**src/rtl/uart_pkg.sv**
```systemverilog
// rtl/uart_pkg.sv - shared UART timing defaults, FSM state encoding and bit-period derivation
package uart_pkg;

  localparam int CLK_FREQ_DEF = 50_000_000;
  localparam int BAUD_DEF     = 9600;

  typedef logic [2:0] state_t;

  localparam state_t ST_IDLE      = 3'd0;
  localparam state_t ST_START     = 3'd1;
  localparam state_t ST_DATA      = 3'd2;
  localparam state_t ST_STOP      = 3'd3;
  localparam state_t ST_WAIT_HIGH = 3'd4;

  function automatic int calc_bit_cnt_max(input int clk_freq, input int baud);
    return clk_freq / baud - 1;
  endfunction

  function automatic int calc_half_cnt(input int clk_freq, input int baud);
    return calc_bit_cnt_max(clk_freq, baud) / 2;
  endfunction

endpackage

```
**src/rtl/sync_edge.sv**
```systemverilog
// rtl/sync_edge.sv - 2-flop synchronizer for the serial line with falling-edge detect
module sync_edge (
  input  logic clk,
  input  logic rst,
  input  logic din,
  output logic q,
  output logic fall
);

  logic meta;
  logic prev;

  // All flops reset high so an idle line never looks like a start edge.
  always_ff @(posedge clk or posedge rst) begin
    if (rst) begin
      meta <= 1'b1;
      q    <= 1'b1;
      prev <= 1'b1;
    end else begin
      meta <= din;
      q    <= meta;
      prev <= q;
    end
  end

  assign fall = prev & ~q;

endmodule

```
**src/rtl/uart_rx.sv**
```systemverilog
// rtl/uart_rx.sv - 8N1 UART receiver sampling each bit at its mid-point
module uart_rx
  import uart_pkg::*;
#(
  parameter int CLK_FREQ = CLK_FREQ_DEF,
  parameter int BAUD     = BAUD_DEF
) (
  input  logic       clk,
  input  logic       rst,
  input  logic       rs232,
  output logic [7:0] data,
  output logic       done,
  output logic       frame_err
);

  localparam int BIT_CNT_MAX = calc_bit_cnt_max(CLK_FREQ, BAUD);
  localparam int HALF_CNT    = calc_half_cnt(CLK_FREQ, BAUD);
  localparam int CW          = $clog2(CLK_FREQ / BAUD);

  localparam logic [CW-1:0] CNT_MAX  = CW'(BIT_CNT_MAX);
  localparam logic [CW-1:0] CNT_HALF = CW'(HALF_CNT);

  logic          rx_s;
  logic          fall;
  state_t        state;
  logic [CW-1:0] cnt;
  logic [3:0]    bit_idx;
  logic [7:0]    shift;

  sync_edge u_sync (
    .clk  (clk),
    .rst  (rst),
    .din  (rs232),
    .q    (rx_s),
    .fall (fall)
  );

  always_ff @(posedge clk or posedge rst) begin
    if (rst) begin
      state     <= ST_IDLE;
      cnt       <= '0;
      bit_idx   <= '0;
      shift     <= '0;
      data      <= 8'h00;
      done      <= 1'b0;
      frame_err <= 1'b0;
    end else begin
      done      <= 1'b0;
      frame_err <= 1'b0;
      if (state != ST_IDLE)
        cnt <= (cnt == CNT_MAX) ? '0 : cnt + CW'(1);

      case (state)
        ST_IDLE: begin
          if (fall) begin
            state <= ST_START;
            cnt   <= '0;
          end
        end
        // Restarting at the start-bit mid-point puts every later wrap on a bit mid-point.
        ST_START: begin
          if (cnt == CNT_HALF) begin
            cnt     <= '0;
            bit_idx <= '0;
            state   <= rx_s ? ST_IDLE : ST_DATA;
          end
        end
        ST_DATA: begin
          if (cnt == CNT_MAX) begin
            shift <= {rx_s, shift[7:1]};
            if (bit_idx == 4'd7) begin
              bit_idx <= '0;
              cnt     <= '0;
              state   <= ST_STOP;
            end else begin
              bit_idx <= bit_idx + 4'd1;
            end
          end
        end
        ST_STOP: begin
          if (cnt == CNT_MAX) begin
            cnt <= '0;
            if (rx_s) begin
              data  <= shift;
              done  <= 1'b1;
              state <= ST_IDLE;
            end else begin
              frame_err <= 1'b1;
              state     <= ST_WAIT_HIGH;
            end
          end
        end
        // A held-low line (break) must return high before a new start edge counts.
        ST_WAIT_HIGH: begin
          if (rx_s) begin
            cnt   <= '0;
            state <= ST_IDLE;
          end
        end
        default: begin
          cnt   <= '0;
          state <= ST_IDLE;
        end
      endcase
    end
  end

endmodule

```
**config.mk**
```make
export PLATFORM = sky130hd
export DESIGN_NAME = uart_rx
export DESIGN_NICKNAME = d
export VERILOG_FILES = /design/src/rtl/uart_pkg.sv /design/src/rtl/sync_edge.sv /design/src/rtl/uart_rx.sv
export SDC_FILE = /design/constraint.sdc
export NUM_CORES = 1
export LEC_CHECK = 0
export ABC_AREA = 1
export CAP_MARGIN = 20
export CORE_MARGIN = 2
export CORE_UTILIZATION = 50
export CTS_CLUSTER_DIAMETER = 100
export DETAILED_ROUTE_END_ITERATION = 6
export PLACE_DENSITY = 0.69
export RECOVER_POWER = 25
export SLEW_MARGIN = 20
export SYNTH_ARGS = -nofsm -noshare
export SYNTH_HDL_FRONTEND = slang
export SYNTH_SLANG_ARGS = --single-unit
export TNS_END_PERCENT = 5
```
**constraint.sdc**
```tcl
create_clock -name clk -period 1.94 [get_ports clk]
set_input_delay 0.582 -clock clk [delete_from_list [all_inputs] [get_ports clk]]
set_output_delay 0.582 -clock clk [all_outputs]
set_load 0.1 [all_outputs]
```
==> results.json <==
{
  "status": "finished clean",
  "track_usage": 0.179,
  "netlist-cell-type-count": 29,
  "overflow": 0,
  "syn_avg_cell_area_um2": 8.29,
  "synth_area_um2": 2160,
  "grt_max_degree": 42,
  "wl_met3_um": 140,
  "worstMarginPinSlew_ps": 981,
  "die_y_um": 69.8,
  "setup_tns_ps": 0,
  "syn_to_final_growth_pct": 15.8,
  "final_nets": 284,
  "pwr-share-clk": 0.250,
  "switching_share": 0.373,
  "root_buffer": "clkbuf_8",
  "fin_area_um2": 2500,
  "cts_buffers": 5,
  "vias": 1654,
  "finalSetupViolations": 0,
  "hpwl_um": 2920,
  "ys_warn_count": 0,
  "numClockSinks": 41,
  "grt_pass1_vias": 1622,
  "pwr-share-seq": 0.449,
  "ioPinCount": 13,
  "wl_per_cell_um": 12.2,
  "timing.final.crit_share": 0.889,
  "postLayoutCoreUtil": 0.613,
  "peakVddDrop_mv": 0.453,
  "fp-row-count": 23,
  "switchingPower_w": 0.000814,
  "cts_tree": "built",
  "finalPower_w": 0.00218,
  "power_leakage_nw": 1.14,
  "powerDensity_nw_per_um2": 872,
  "routed.top_layer": "met4",
  "path_clk_slew_ps": 80,
  "core_um2": 4090,
  "start_util": 0.529,
  "dr_wl_met2_um": 1800,
  "syn_inst": 261,
  "gp_congestion": 0.908,
  "slew_headroom": 0.346,
  "holdBufCountCts": 0,
  "wirelength_um": 4010,
  "clockBufferDepth": 2,
  "combPwrFrac": 0.301,
  "worstPathArrival_ps": 1900,
  "cts_resized": 0,
  "maxSlewViolCount": 0,
  "synth_area_leaders": "dfrtp_1 (44%), nand2_1 (12%), inv_1 (4.7%)",
  "yosysTopAreaCell": "dfrtp_1",
  "viasPerCell": 5.01,
  "wl_met1_um": 2020,
  "crit_type": "reg -> reg",
  "htreeDepth": 2,
  "critPathMaxStageDelay_ps": 380,
  "grt_pass1_wl_um": 7090,
  "antennaDiodeCount": 0,
  "drtAntennaViolNets": 0,
  "place_area_um2": 2430,
  "portBuffers": 12,
  "clock.fmax_ghz": 0.580,
  "post_cts_buffers": 0,
  "die_area_um2": 4870,
  "cpMaxStageDelayCell": "dfrtp_1",
  "drt-initial-drc-count": 147,
  "finalHoldViolCount": 0,
  "path_max_fanout": 11,
  "worstPathCellList": "ha_1, nand2_1, nor2_2, nand3_2, a21oi_4, nand2_2, nand2_4, nor2_1",
  "critPathLaunchType": "flop",
  "required_ps": 2120,
  "clk_latency_ps": 290,
  "fillerInstances": 379,
  "antenna_found_initial": 0,
  "worst_clock_skew_ps": 7.37,
  "internal-power_w": 0.00137,
  "ys_ff_latch": 41,
  "fin_crit_ps": 1720,
  "netlist.area_leader.share": 0.440,
  "synth_nets": 266,
  "rsz0062_at_grt": "false",
  "min_path_type": "reg -> reg",
  "yosysSeqAreaShare": 0.476,
  "die_w_um": 69.8,
  "cp-end-kind": "flop",
  "maxCapViolations": 0,
  "drt_pass1_iterations": 4,
  "drc": 0,
  "drive_gt1_frac": 0.232
}
==> power by group through the flow <==
stage          Combinational [W]  Sequential [W]  Clock (W)
3_5_place_dp            0.000664        0.000996          0
2_1_floorplan           0.000611        0.000982          0
6_report                0.000657        0.000981   0.000545
5_1_grt                 0.000731        0.000992   0.000593
4_1_cts                 0.000665        0.000981   0.000559
3_3_place_gp            0.000648        0.000998          0
==> final cells by class <==
class	instances	area (um^2)	share of cell area
multi-input cells	182	958	0.383
clock buffers	5	68.8	0.0275
repair buffers	15	240	0.0959
well taps	50	62.6	0.0250
flip-flops and latches	41	1030	0.411
inverters	34	128	0.0509
clock inverters	3	17.5	0.00699
==> state kept, by name (all words and copies together) (netlist names), 3 cells and up <==
register and flops:
bit_idx 4, shift 8, state 3, data 8, cnt 13
==> worst paths after layout <==
check | from | end | slack [ps] | cells after the start
worst max-delay path | cnt[0] | cnt[6] | 220 | 8
worst min-delay path | u_sync.meta | u_sync.q | 370 | 0
worst max register to register | cnt[0] | cnt[6] | 220 | 8
worst min register to register | u_sync.meta | u_sync.q | 370 | 0
max in group asynchronous | rst | state[2] | 450 | 3
min in group asynchronous | rst | data[0] | 890 | 3
==> layer usage <==
layer / up-vias / track usage
li1: 854 / -
met1: 772 / 0.241
met2: 23 / 0.286
met3: 5 / 0.0509
met4: 0 / 0.0470
met5: - / 0
==> critical path, delay by kind of cell (launching register included) <==
family / cells / cell delay [ps]
adders and majority gates: 1 / 220
AOI/OAI and AO/OA: 1 / 190
DFF: 1 / 380
and+or+nand+nor: 6 / 820
==> placed cells by master (no fill, tap or decap), types with 6 or more instances in the layout <==
cell type	n
nand2_1	70
dfrtp_1	38
inv_1	27
nor2_1	23
nand3_1	18
nor2_2	14
o21ai_0	11
buf_12	10
inv_2	7
o21ai_2	6
==> cell families after synthesis <==
| logic type | share of synthesized area |
|---|---|
| AO/OA/AOI/OAI | 0.0804 |
| XOR/XNOR | 0.0162 |
| adder cells (fa/ha/maj) | 0.0116 |
| buffers and inverters | 0.0810 |
| flip-flops | 0.476 |
| AND/OR/NAND/NOR | 0.335 |
==> cell usage after synthesis (all sizes together) <==
cell type  instances
nand4              6
or2                1
dfrtp             38
o21ai             22
ha                 2
a21oi              4
dfstp              3
o22ai              1
nand2             75
nand3             19
nor2              41
buf                4
nor3               3
nand3b             4
xor2               4
inv               34
==> stage by stage <==
step	hold WS, ps	setup WS (ps)	instances
4_1_cts	368	224	330
2_1_floorplan	345	395	261
5_1_grt	376	127	330
6_report	371	215	330
3_5_place_dp	354	254	322
3_3_place_gp	350	319	322
(Power assumes the default switching activity.)
